$ cat src/rtl/smi_pkg.sv
// Shared definitions for the SMI stream scheduler: FSM encoding, header
// nibble and channel indices.
package smi_pkg;

    typedef enum logic [2:0] {
        ST_IDLE  = 3'd0,
        ST_HDR   = 3'd1,
        ST_FETCH = 3'd2,
        ST_LOAD  = 3'd3,
        ST_SEND  = 3'd4
    } smi_state_e;

    localparam logic [3:0] HDR_NIBBLE = 4'hA;

    localparam logic CH_09 = 1'b0;
    localparam logic CH_24 = 1'b1;

    // Burst header byte: fixed nibble, three zero bits, channel index in bit0.
    function automatic logic [7:0] hdr_byte(input logic ch);
        return {HDR_NIBBLE, 3'b000, ch};
    endfunction

endpackage

$ cat src/rtl/smi_rr_arb2.sv
// Two-way round-robin selector: when both channels are eligible the one not
// granted last wins, otherwise the single eligible channel wins.
module smi_rr_arb2
    import smi_pkg::*;
(
    input  logic [1:0] eligible,
    input  logic       last,
    output logic       grant_valid,
    output logic       grant_ch
);

    // Pure combinational pick; no state lives here, "last" is held by the caller.
    always_comb begin
        grant_valid = |eligible;
        grant_ch    = CH_09;
        case (eligible)
            2'b01:   grant_ch = CH_09;
            2'b10:   grant_ch = CH_24;
            2'b11:   grant_ch = ~last;
            default: grant_ch = CH_09;
        endcase
    end

endmodule

$ cat src/rtl/smi_stream_sched.sv
// Streams 32-bit words from two radio-channel FIFOs onto the byte-wide SMI
// bus, one header byte per grant followed by up to BURST_WORDS words sent
// MSB first.
//
// state | meaning
// ------+---------------------------------------------------------------
// IDLE  | waiting for an eligible channel; arbitration happens here
// HDR   | header byte presented, waiting for the host to take it
// FETCH | pop one word from the granted FIFO, or end the burst early
// LOAD  | popped word arrives; latch it and present its top byte
// SEND  | data byte presented, waiting for the host to take it
module smi_stream_sched
    import smi_pkg::*;
#(
    parameter int BURST_WORDS = 16
) (
    input  logic        i_sys_clk,
    input  logic        i_reset_n,
    input  logic [1:0]  i_ch_enable,
    output logic        o_fifo_09_pull,
    input  logic [31:0] i_fifo_09_pulled_data,
    input  logic        i_fifo_09_empty,
    output logic        o_fifo_24_pull,
    input  logic [31:0] i_fifo_24_pulled_data,
    input  logic        i_fifo_24_empty,
    input  logic        i_smi_soe_se,
    output logic [7:0]  o_smi_data_out,
    output logic        o_smi_read_req,
    output logic        o_active_ch,
    output logic        o_busy,
    output logic        o_underrun
);

    localparam logic [7:0] BURST_LAST = 8'(BURST_WORDS);

    smi_state_e  state_q;
    logic        soe_prev_q;
    logic        last_q;
    logic        active_ch_q;
    logic [7:0]  word_cnt_q;
    logic [7:0]  word_cnt_d;
    logic [1:0]  byte_idx_q;
    logic [31:0] shreg_q;
    logic [7:0]  data_q;
    logic        read_req_q;
    logic        busy_q;
    logic        underrun_q;

    logic        strobe;
    logic [1:0]  eligible;
    logic        grant_valid;
    logic        grant_ch;
    logic        fetch_ok;
    logic [31:0] pulled_word;

    // Host takes a byte on the falling edge of its (already synchronised) read strobe.
    assign strobe = soe_prev_q & ~i_smi_soe_se;

    assign eligible = i_ch_enable & ~{i_fifo_24_empty, i_fifo_09_empty};

    smi_rr_arb2 u_arb (
        .eligible    (eligible),
        .last        (last_q),
        .grant_valid (grant_valid),
        .grant_ch    (grant_ch)
    );

    // The granted channel may still continue only if it is enabled and has data;
    // checking the enable here is what ends a burst after its enable is dropped.
    always_comb begin
        fetch_ok    = 1'b0;
        pulled_word = i_fifo_09_pulled_data;
        if (active_ch_q == CH_24) begin
            fetch_ok    = i_ch_enable[1] & ~i_fifo_24_empty;
            pulled_word = i_fifo_24_pulled_data;
        end else begin
            fetch_ok    = i_ch_enable[0] & ~i_fifo_09_empty;
            pulled_word = i_fifo_09_pulled_data;
        end
    end

    // Pulls are decoded from the FETCH state against the live empty flag so a
    // pull can never coincide with empty; gating with reset keeps a word from
    // being popped on the very edge that resets the block.
    always_comb begin
        o_fifo_09_pull = 1'b0;
        o_fifo_24_pull = 1'b0;
        if (i_reset_n && state_q == ST_FETCH && fetch_ok) begin
            o_fifo_09_pull = (active_ch_q == CH_09);
            o_fifo_24_pull = (active_ch_q == CH_24);
        end
    end

    assign word_cnt_d = word_cnt_q + 8'd1;

    // Main sequencer with registered bus-facing outputs.
    always_ff @(posedge i_sys_clk) begin
        if (!i_reset_n) begin
            state_q     <= ST_IDLE;
            soe_prev_q  <= 1'b1;
            last_q      <= CH_24;
            active_ch_q <= CH_09;
            word_cnt_q  <= 8'd0;
            byte_idx_q  <= 2'd0;
            shreg_q     <= 32'd0;
            data_q      <= 8'h00;
            read_req_q  <= 1'b0;
            busy_q      <= 1'b0;
            underrun_q  <= 1'b0;
        end else begin
            soe_prev_q <= i_smi_soe_se;

            // A read with nothing presented is flagged and otherwise ignored.
            if (strobe && !read_req_q) begin
                underrun_q <= 1'b1;
            end

            case (state_q)
                ST_IDLE: begin
                    if (grant_valid) begin
                        state_q     <= ST_HDR;
                        data_q      <= hdr_byte(grant_ch);
                        active_ch_q <= grant_ch;
                        last_q      <= grant_ch;
                        word_cnt_q  <= 8'd0;
                        read_req_q  <= 1'b1;
                        busy_q      <= 1'b1;
                    end
                end

                ST_HDR: begin
                    if (strobe) begin
                        state_q    <= ST_FETCH;
                        read_req_q <= 1'b0;
                    end
                end

                ST_FETCH: begin
                    if (fetch_ok) begin
                        state_q <= ST_LOAD;
                    end else begin
                        state_q <= ST_IDLE;
                        busy_q  <= 1'b0;
                    end
                end

                ST_LOAD: begin
                    shreg_q    <= pulled_word;
                    data_q     <= pulled_word[31:24];
                    byte_idx_q <= 2'd0;
                    read_req_q <= 1'b1;
                    state_q    <= ST_SEND;
                end

                ST_SEND: begin
                    if (strobe) begin
                        if (byte_idx_q != 2'd3) begin
                            data_q     <= shreg_q[23:16];
                            shreg_q    <= {shreg_q[23:0], 8'h00};
                            byte_idx_q <= byte_idx_q + 2'd1;
                        end else begin
                            word_cnt_q <= word_cnt_d;
                            read_req_q <= 1'b0;
                            if (word_cnt_d == BURST_LAST) begin
                                state_q <= ST_IDLE;
                                busy_q  <= 1'b0;
                            end else begin
                                state_q <= ST_FETCH;
                            end
                        end
                    end
                end

                default: begin
                    state_q    <= ST_IDLE;
                    read_req_q <= 1'b0;
                    busy_q     <= 1'b0;
                end
            endcase
        end
    end

    assign o_smi_data_out = data_q;
    assign o_smi_read_req = read_req_q;
    assign o_active_ch    = active_ch_q;
    assign o_busy         = busy_q;
    assign o_underrun     = underrun_q;

endmodule

$ cat config.mk
export PLATFORM = sky130hd
export DESIGN_NAME = smi_stream_sched
export DESIGN_NICKNAME = d
export VERILOG_FILES = /design/src/rtl/smi_pkg.sv /design/src/rtl/smi_rr_arb2.sv /design/src/rtl/smi_stream_sched.sv
export SDC_FILE = /design/constraint.sdc
export NUM_CORES = 1
export LEC_CHECK = 0
export BUFFER_PORTS_ARGS = -buffer_cell sky130_fd_sc_hd__buf_2
export CORE_UTILIZATION = 50
export DETAILED_ROUTE_END_ITERATION = 6
export PLACE_DENSITY = 0.8
export SLEW_MARGIN = 25
export SYNTH_ARGS = -nofsm -noshare
export SYNTH_HDL_FRONTEND = slang
export SYNTH_SLANG_ARGS = --single-unit
$ cat constraint.sdc
create_clock -name i_sys_clk -period 2 [get_ports i_sys_clk]
set_input_delay 0.4 -clock i_sys_clk [delete_from_list [all_inputs] [get_ports i_sys_clk]]
set_output_delay 0.4 -clock i_sys_clk [all_outputs]
set_load 0.05 [all_outputs]
# ---- Word level (Yosys, flattened, before mapping)
# Cells that the tools add are included.
dict set report word_totals {
  register_bits 51
  inputBits 71
  elab_cells 93
  out_inout_bits 14
}
dict set report op_classes {
  n_eq_ne 15
  n_reduce_logical 17
  addsub 2
  mux 36
  bitwise 12
}
# cell n
set op_table {}
lappend op_table {{$mux W24} 2}
lappend op_table {{$mux W8} 6}
lappend op_table {{$pmux W24 S2} 1}
lappend op_table {{$mux W32} 1}
lappend op_table {{$pmux W8 S3} 1}
lappend op_table {{$ne A2 B2 Y1 const B} 8}
lappend op_table {{$pmux W8 S2} 1}
lappend op_table {{$pmux W3 S5} 1}
lappend op_table {{$mux W3} 4}
lappend op_table {{$reduce_and A4 Y1} 3}
lappend op_table {{$mux W1} 11}
lappend op_table {{$add A8 B1 Y8 const B} 1}
lappend op_table {{$eq A8 B5 Y1 const B} 1}
lappend op_table {{$mux W2} 4}
lappend op_table {{$not A1 Y1} 7}
lappend op_table {{$eq A3 B2 Y1 const B} 2}
lappend op_table {{$reduce_and A6 Y1} 1}
lappend op_table {{$pmux W1 S5} 1}
lappend op_table {{$reduce_and A5 Y1} 1}
lappend op_table {{$eq A2 B2 Y1 const B} 2}
lappend op_table {{$pmux W1 S4} 1}
lappend op_table {{$pmux W2 S2} 1}
lappend op_table {{$reduce_bool A2 Y1} 2}
lappend op_table {{$reduce_or A2 Y1} 2}
lappend op_table {{13 further kinds} 17}

# ---- Depth between registers and ports, before layout
# Gate-level depths: netlist of run 1.
dict set report depth {
  word_depth 6
  ltp_mapped 6
  depth_no_buf 5
}

# ---- Cells and area by module
# A second synthesis of run 1 with hierarchy kept.
dict set report unflattened {
  hier_cells 357
  area_unflattened_um2 2832.7
}
# module seq_area_each_um2 n_inst area_each_um2 cells_each
set modules_own_cells {}
lappend modules_own_cells {smi_stream_sched 1021.0 1 2819.0 355}
lappend modules_own_cells {smi_rr_arb2 0.0 1 13.8 2}

# ---- Worst setup path before layout of run 1
# No wires, ideal clock.
dict set report synth_timing {
  kind {flip-flop to output port}
  startpoint {register active_ch_q, in the netlist o_active_ch}
  endpoint {output o_fifo_24_pull}
  required_time_ps 1600
  path_buffers 2
  path_slack_ps -1394
  stages_incl_launch_ff 4
  arrival_time_ps 2994
  cell_sequence {dfxtp_1 -> buf_2 -> buf_1 -> nor4b_1}
}
dict set report synth_via {
  elab_chain_len 3
}
# element line
set synth_rtl {}
lappend synth_rtl {{from (decl)} smi_stream_sched.sv:39} ;# logic active_ch_q;
lappend synth_rtl {{from (signal assigned)} smi_stream_sched.sv:123} ;# active_ch_q <= grant_ch;
lappend synth_rtl {{$mux W1} smi_stream_sched.sv:73} ;# if (active_ch_q == CH_24) begin
lappend synth_rtl {{$logic_and A1 B1 Y1} smi_stream_sched.sv:88} ;# if (i_reset_n && state_q == ST_FETCH && fetch_ok) begin
lappend synth_rtl {{$mux W1 *} smi_stream_sched.sv:88}
lappend synth_rtl {{to (decl)} smi_stream_sched.sv:23} ;# output logic o_fifo_24_pull,
# Mark *: on every way between the ends. The rest lies on a longest branch, timed or not.

# ---- Worst setup path after layout of run 1
dict set report layout_timing {
  startpoint {register state_q[0]}
  endpoint {output o_fifo_24_pull}
}
dict set report layout_via {
  elab_chain_len 4
}
# element line
set layout_rtl {}
lappend layout_rtl {{from (decl)} smi_stream_sched.sv:36} ;# smi_state_e state_q;
lappend layout_rtl {{from (signal assigned)} smi_stream_sched.sv:99} ;# state_q <= ST_IDLE;
lappend layout_rtl {{from (signal assigned)} smi_stream_sched.sv:121} ;# state_q <= ST_HDR;
lappend layout_rtl {{from (signal assigned)} smi_stream_sched.sv:133} ;# state_q <= ST_FETCH;
lappend layout_rtl {{$eq A3 B2 Y1} smi_stream_sched.sv:88}
lappend layout_rtl {{$logic_and A1 B1 Y1 (2 in a row)} smi_stream_sched.sv:88}
lappend layout_rtl {{$mux W1} smi_stream_sched.sv:88}
# Every way passes these cells.

==> results of run 1 <==
## cell usage in the layout (no fill, tap or decap), types with 3 or more instances in the layout
cell / n
sky130_fd_sc_hd__a21boi_0: 3
sky130_fd_sc_hd__dfxtp_1: 50
sky130_fd_sc_hd__o211ai_1: 17
sky130_fd_sc_hd__nand3b_1: 3
sky130_fd_sc_hd__buf_4: 17
sky130_fd_sc_hd__and3_1: 3
sky130_fd_sc_hd__buf_2: 82
sky130_fd_sc_hd__nand4_1: 6
sky130_fd_sc_hd__a31oi_1: 4
sky130_fd_sc_hd__nor3_1: 11
sky130_fd_sc_hd__nor4_1: 3
sky130_fd_sc_hd__nand2b_1: 7
sky130_fd_sc_hd__a21oi_1: 29
sky130_fd_sc_hd__o2bb2ai_1: 5
sky130_fd_sc_hd__nand2_1: 59
sky130_fd_sc_hd__clkbuf_8: 5
sky130_fd_sc_hd__mux2i_1: 33
sky130_fd_sc_hd__nand3_1: 6
sky130_fd_sc_hd__o221a_2: 5
sky130_fd_sc_hd__nor2_1: 19
sky130_fd_sc_hd__nor2b_1: 3
sky130_fd_sc_hd__o21ai_0: 17
## routing by layer
layer  part of all wire  GRT usage
met5                  0          0
met4              0.014     0.0769
met2               0.49      0.423
met1               0.43      0.297
met3              0.064     0.0491
## cells by family (layout without fill, tap and decap cells)
kind of cell / count (synthesis) / after routing / synth area share
and+or+nand+nor: 131 / 131 / 0.230
AOI/OAI and AO/OA: 92 / 92 / 0.224
DFF: 51 / 51 / 0.370
muxes: 34 / 34 / 0.123
buffers and inverters: 29 / 110 / 0.0444
adders and majority gates: 2 / 2 / 0.00906
## sequential cells by signal, summed over array words and instances (netlist names)
name and flops:
o_smi_data_out 8, word_cnt_q 8, byte_idx_q 2, soe_prev_q 1
shreg_q 24, o_underrun 1, o_active_ch 1, last_q 1
o_smi_read_req 1, o_busy 1, state_q 3
## worst max path at each step
| stage | from | end | slack, ns | cells past startpoint |
|---|---|---|---|---|
| final | state_q[0]$_SDFFE_PN0P_ | o_fifo_24_pull | 0.06 | 4 |
| after floorplan | state_q[1]$_SDFFE_PN0P_ | o_fifo_24_pull | 0.06 | 3 |
| after CTS | o_active_ch$_SDFFE_PN0P_ | o_fifo_09_pull | 0.009 | 3 |
| after detailed placement | i_fifo_09_empty | o_fifo_09_pull | 0.17 | 5 |
| after global routing | state_q[0]$_SDFFE_PN0P_ | o_fifo_24_pull | 0.01 | 4 |
| after global placement | i_fifo_24_empty | o_fifo_09_pull | 0.20 | 5 |
## critical path: stages, from the launching register on
cell and delay (ns):
sky130_fd_sc_hd__dfxtp_1 0.33, sky130_fd_sc_hd__buf_4 0.17, sky130_fd_sc_hd__nand2b_2 0.25, sky130_fd_sc_hd__nor4b_4 0.30, sky130_fd_sc_hd__buf_6 0.19
## timing repair
action | in CTS | in global routing
pin swaps | 0 | 0
gates resized for setup | 2 | 5
endpoints found under the setup margin | 1 | 2
gates cloned | 0 | 0
## stage by stage
step,cells,hold slack (ns),power [mW]
6_report,490,0.361,2.31
5_1_grt,490,0.351,2.42
4_1_cts,490,0.342,2.31
3_5_place_dp,483,0.446,1.74
3_3_place_gp,483,0.439,1.73
2_1_floorplan,339,0.432,1.54
## power by group through the flow
| stage | sequential, mW | clock (mW) | combinational, mW |
|---|---|---|---|
| 3_3_place_gp | 1.12 | 0 | 0.602 |
| 5_1_grt | 1.11 | 0.632 | 0.675 |
| 4_1_cts | 1.10 | 0.589 | 0.620 |
| 3_5_place_dp | 1.13 | 0 | 0.617 |
| 6_report | 1.10 | 0.580 | 0.622 |
| 2_1_floorplan | 1.21 | 0 | 0.338 |
## synthesized netlist by cell type, drive strengths merged (2+ instances only)
master	n	share of area
o211ai	17	0.046
nand2b	9	0.020
mux2i	34	0.12
and3	3	0.0068
a31oi	4	0.0091
nand3	6	0.011
o2bb2ai	5	0.016
a21boi	3	0.0082
clkbuf	18	0.024
a21oi	29	0.053
o221a	5	0.020
nand4	6	0.014
nor4	4	0.0091
nand3b	3	0.0082
o311a	2	0.0072
nand2	59	0.080
o21a	2	0.0054
dfxtp	51	0.37
nor2	19	0.026
ha	2	0.0091
o21ai	18	0.033
nor3	11	0.020
inv	2	0.0027
nor2b	3	0.0068
and2	2	0.0054
buf	9	0.017
o211a	2	0.0072
## layout make-up
type                    instances  area (µm²)
multi-input cells             259        1660
fillers                       457        1780
flip-flops and latches         51        1020
repair buffers                101         569
inverters                       2        7.51
clock buffers                   5        68.8
well taps                      70        87.6
clock inverters                 2        13.8
==> summary.md, run 1 <==
| Metric | Value |
|---|---|
| Run status | `finished clean` |
| Final Skew | `0.00906 ns` |
| Sequential element share of the synthesized area | `0.370` |
| Vias | `2734` |
| Post-detailed-route via-to-cell ratio | `5.58` |
| Number of setup buffers added after CTS | `0` |
| Reg2Reg Capture Point | `shreg_q[21]$_SDFFE_PN0P_` |
| Gate power share | `0.270` |
| Gpl congestion | `0.873` |
| Number of distinct library cells after synthesis | `43` |
| Vertical die dimension | `~76 µm` |
| Unrepaired setup endpoints after global routing | `no` |
| P_sw | `approximately 740 µW` |
| Number of DRC violations after detailed routing | `0` |
| Mean cell area of the mapped netlist | `8.15 µm²` |
| Startpoint of the most critical hold path | `i_smi_soe_se` |
| Reg-to-reg startpoint | `state_q[0]$_SDFFE_PN0P_` |
| Register clock-pin slew on the reported worst setup and hold paths | `0.08 ns` |
| Clock tree from TritonCTS | `yes` |
| Seq cells post-synth | `a little over 50` |
| Total Neg Setup Slack | `0 ns` |
| Total number of nets in the final design | `493` |
| Hold path depth | `2` |
| Clk Latency, worst-skew pair | `between 0.3 and 0.4 ns` |
| Post-synthesis cell count | `339` |
| Core area | `5200 µm²` |
| Final Hold Vio Count | `0` |
| Worst Path Max Fanout | `11` |
| Final Cell Area | `3430 µm²` |
| Setup slack at placement | `0.168 ns` |
| Width of the die | `76.3 µm` |
| Wire length of the first global-routing pass | `11400 µm` |
| Num Clock Sinks | `51` |
| Largest net degree at the start of global routing | `35` |
| Hold buffer count at cts | `0` |
| Detailed-route wire length per cell | `roughly 14 µm` |
| Total number of H-tree levels | `2` |
| Least-Margin Pin Slew | `0.712 ns` |
| Peak Freq | `514 MHz` |
| Area growth from synthesis to final layout | `24.1%` |
| Relative slew slack | `0.520` |
| Min setup slack post-route | `0.0555 ns` |
| Period utilization | `0.972` |
| Top-Level Pins | `85` |
| R2r worst-path depth | `6` |
| HP Class | `input pin to flip-flop` |
| Worst-case vdd ir drop | `0.395 mV` |
| CP required | `1.60 ns` |
| Count of input and output buffers | `84` |
| WHS Endpoint | `soe_prev_q$_SDFF_PN1_` |
| Detailed Route WL | `6830 µm` |
| Number of endpoints failing setup at the final stage | `0` |
| Post-DP HPWL | `4890 µm` |
| Post-layout min period | `1.94 ns` |
| Total power density per cell area | `673 nW/µm²` |
| Number of warnings printed during yosys synthesis | `0` |
| Portion of total power attributed to the clock network | `0.251` |
| Static power due to leakage | `1.41 nW` |
| Standard-cell row count | `26` |
| Fraction of layout cells with a size suffix above 1 | `0.295` |
| WS Path Type | `flip-flop to output pin` |
| Number of flops mapped to enable cells by yosys | `0` |
| Final core utilization | `0.659` |
| Total clock buffers created by CTS | `5` |
| Post-synth design cell area | `2760 µm²` |
| Number of global-route vias before repair | `2554` |
| Iteration-0 DRC Markers | `155` |
| Detailed-routing iteration count for the pre-antenna-repair pass | `5` |
| Worst-case clock buffer depth | `2` |
| Most common flop cell mapped by yosys | `sky130_fd_sc_hd__dfxtp_1` |
| Number of routed nets with antenna violations | `0` |
| Overall global routing resource usage | `0.242` |
| Critical Path Source Type | `flip-flop` |
| Proportion of synthesized flip-flops having asynchronous set or reset | `0` |
| Antenna diode count | `0` |
| Remaining global-route overflow | `0` |
| Setup slack on the worst flop-to-flop path | `0.19 ns` |
| Starting density of the core | `0.531` |
| Die outline area | `5830 µm²` |
| Placed Area | `3330 µm²` |
| Share of power burned in registers | `0.479` |
| Number of violations of the max-capacitance limit | `0` |
| Arrival time reported for the critical path endpoint | `1.54 ns` |
| Setup crit end kind | `output pin` |
| Number of antenna violations at the first check in global routing | `0` |
| CTS Root Buffer Type | `sky130_fd_sc_hd__clkbuf_8` |
| Max Transition Viols Final | `0` |
| Switching part of the total power | `0.323` |
| Internal Power | `1.56 mW` |
| Net Count, Synth | `slightly above 400` |
Power figures use the tool's default switching activity.
==> inputs of run 2 (changes only) <==
CTS_BUF_LIST = sky130_fd_sc_hd__clkbuf_16   (was default)
HOLD_SLACK_MARGIN = 0.02   (was default)
==> summary.md, run 2 (synthesis results as in run 1) <==
| Metric | Value |
|---|---|
| Register clock-pin slew on the reported worst setup and hold paths | `0.06 ns` |
| Most common library cell in the layout ignoring fill and taps | `sky130_fd_sc_hd__buf_2` |
| Final core utilization | `0.669` |
| Core area | `5200 µm²` |
| CTS Root Buffer Type | `sky130_fd_sc_hd__clkbuf_16` |
| Final Skew | `0.00612 ns` |
| Setup crit end kind | `output pin` |
| CP required | `1.60 ns` |
| Placed Area | `3330 µm²` |
| Number of endpoints failing setup at the final stage | `0` |
| Number of routed nets with antenna violations | `0` |
| Peak Freq | `~520 MHz` |
| Fraction of layout cells with a size suffix above 1 | `0.295` |
| Total power density per cell area | `732 nW/µm²` |
| Run status | `finished clean` |
| Wire length of the first global-routing pass | `11600 µm` |
| Highest cell delay on the worst timing path | `0.32 ns` |
| Count of input and output buffers | `84` |
| Least-Margin Pin Slew | `~0.68 ns` |
| Clock tree from TritonCTS | `yes` |
| Setup slack at placement | `0.168 ns` |
| Total clock buffers created by CTS | `5` |
| Post-detailed-route via-to-cell ratio | `5.61` |
| Width of the die | `76.3 µm` |
| Total number of H-tree levels | `2` |
| Master of the slowest instance on the critical path | `sky130_fd_sc_hd__dfxtp_1` |
| Detailed Route WL | `6950 µm` |
| Vertical die dimension | `76.3 µm` |
| HP Class | `input pin to flip-flop` |
| Post-layout min period | `1.93 ns` |
| Final Cell Area | `3480 µm²` |
| Gpl congestion | `0.873` |
| Die outline area | `slightly below 6000 µm²` |
| Relative slew slack | `0.542` |
| Critical-path cell list | `buf_4 > nand2b_2 > nor4b_4 > buf_4` |
| Final Hold Vio Count | `0` |
| Unrepaired setup endpoints after global routing | `no` |
| Top-Level Pins | `85` |
| Clk Latency, worst-skew pair | `0.29 ns` |
| Min setup slack post-route | `0.0669 ns` |
| Number of DRC violations after detailed routing | `0` |
| Largest net degree at the start of global routing | `35` |
| Hold buffer count at cts | `0` |
| Detailed-routing iteration count for the pre-antenna-repair pass | `4` |
| Num Clock Sinks | `51` |
| Critical Path Source Type | `flip-flop` |
| Static power due to leakage | `1.43 nW` |
| WS Path Type | `flip-flop to output pin` |
| Standard-cell row count | `26` |
| Total number of nets in the final design | `between 400 and 500` |
| Most common cell on crit path | `sky130_fd_sc_hd__buf_4` |
| Starting density of the core | `0.531` |
| Highest-count cells in the layout ignoring fill and taps | `sky130_fd_sc_hd__buf_2, sky130_fd_sc_hd__nand2_1, sky130_fd_sc_hd__dfxtp_1` |
| Largest register FFs | `24` |
| Arrival time reported for the critical path endpoint | `1.53 ns` |
| Worst-case clock buffer depth | `2` |
| Number of violations of the max-capacitance limit | `0` |
| Tot Pwr | `2.55 mW` |
| Worst Path Max Fanout | `11` |
| Area growth from synthesis to final layout | `26.0%` |
| Number of global-route vias before repair | `2579` |
| Antenna diode count | `0` |
| Buffers plus inverters on the worst setup path | `2` |
| Vias | `2750` |
| Post-DP HPWL | `4890 µm` |
| Iteration-0 DRC Markers | `295` |
| Remaining global-route overflow | `0` |
| Overall global routing resource usage | `0.247` |
| Detailed-route wire length per cell | `14.2 µm` |
| Number of antenna violations at the first check in global routing | `0` |
| Total Neg Setup Slack | `0 ns` |
| Most flops, register | `shreg_q` |
| Max Transition Viols Final | `0` |
| Worst-case vdd ir drop | `about 0.48 mV` |
| Cell class contributing the biggest share of worst-path delay | `simple AND/OR/NAND/NOR gates` |
| Period utilization | `0.967` |
==> run 2: cell types whose count changed in the layout (fill, tap and decap cells not counted), sizes merged <==
cell	previous run	this run
clkbuf	5	6
buf	101	100
==> run 2: report_power, final <==
part           leakage, nW  internal, mW  switching, mW
Clock               0.0696         0.457          0.363
Combinational        0.946         0.255          0.370
Sequential           0.414          1.07         0.0366
==> run 2: worst register-to-register path: stages (launching register included) <==
cell	delay (ns)
sky130_fd_sc_hd__dfxtp_1	0.32
sky130_fd_sc_hd__or3b_4	0.44
sky130_fd_sc_hd__buf_4	0.26
sky130_fd_sc_hd__o31ai_4	0.20
sky130_fd_sc_hd__buf_4	0.24
sky130_fd_sc_hd__o211ai_1	0.15
sky130_fd_sc_hd__a21oi_1	0.16
==> run 2: per-layer routing <==
layer,up-vias,wire length (µm),GRT usage
met2,122,3370,0.426
met3,15,484,0.0371
met4,0,172,0.115
met1,1216,2920,0.302
li1,1397,-,-
met5,-,0,0
==> run 2: worst paths after layout <==
kind                             from                        to  slack, ns  cells after the start
min                      i_smi_soe_se     soe_prev_q$_SDFF_PN1_       0.37                      2
min reg2reg  shreg_q[15]$_SDFFE_PN0P_  shreg_q[15]$_SDFFE_PN0P_       0.45                      2
max           state_q[0]$_SDFFE_PN0P_            o_fifo_24_pull       0.07                      4
max reg2reg   state_q[0]$_SDFFE_PN0P_  shreg_q[21]$_SDFFE_PN0P_       0.19                      6
==> run 2: cell type report <==
| type | instances | area, µm² |
|---|---|---|
| inverter | 2 | 7.51 |
| clock inverter | 2 | 13.8 |
| multi-input combinational | 259 | 1660 |
| tap | 70 | 87.6 |
| sequential | 51 | 1020 |
| clock buffer | 5 | 125 |
| fill | 443 | 1720 |
| timing repair buffer | 101 | 566 |
==> run 2: timing repair <==
| item | 4_1_cts | 5_1_grt |
|---|---|---|
| endpoints found under the hold margin | 0 | 0 |
| gates resized for setup | 1 | 4 |
| buffers inserted | 0 | 0 |
| setup endpoints to repair | 1 | 2 |
==> run 2: through the flow <==
step | cells | hold slack, ns
2_1_floorplan | 339 | 0.432
3_5_place_dp | 483 | 0.446
5_1_grt | 490 | 0.375
3_3_place_gp | 483 | 0.439
4_1_cts | 490 | 0.367
6_report | 490 | 0.374
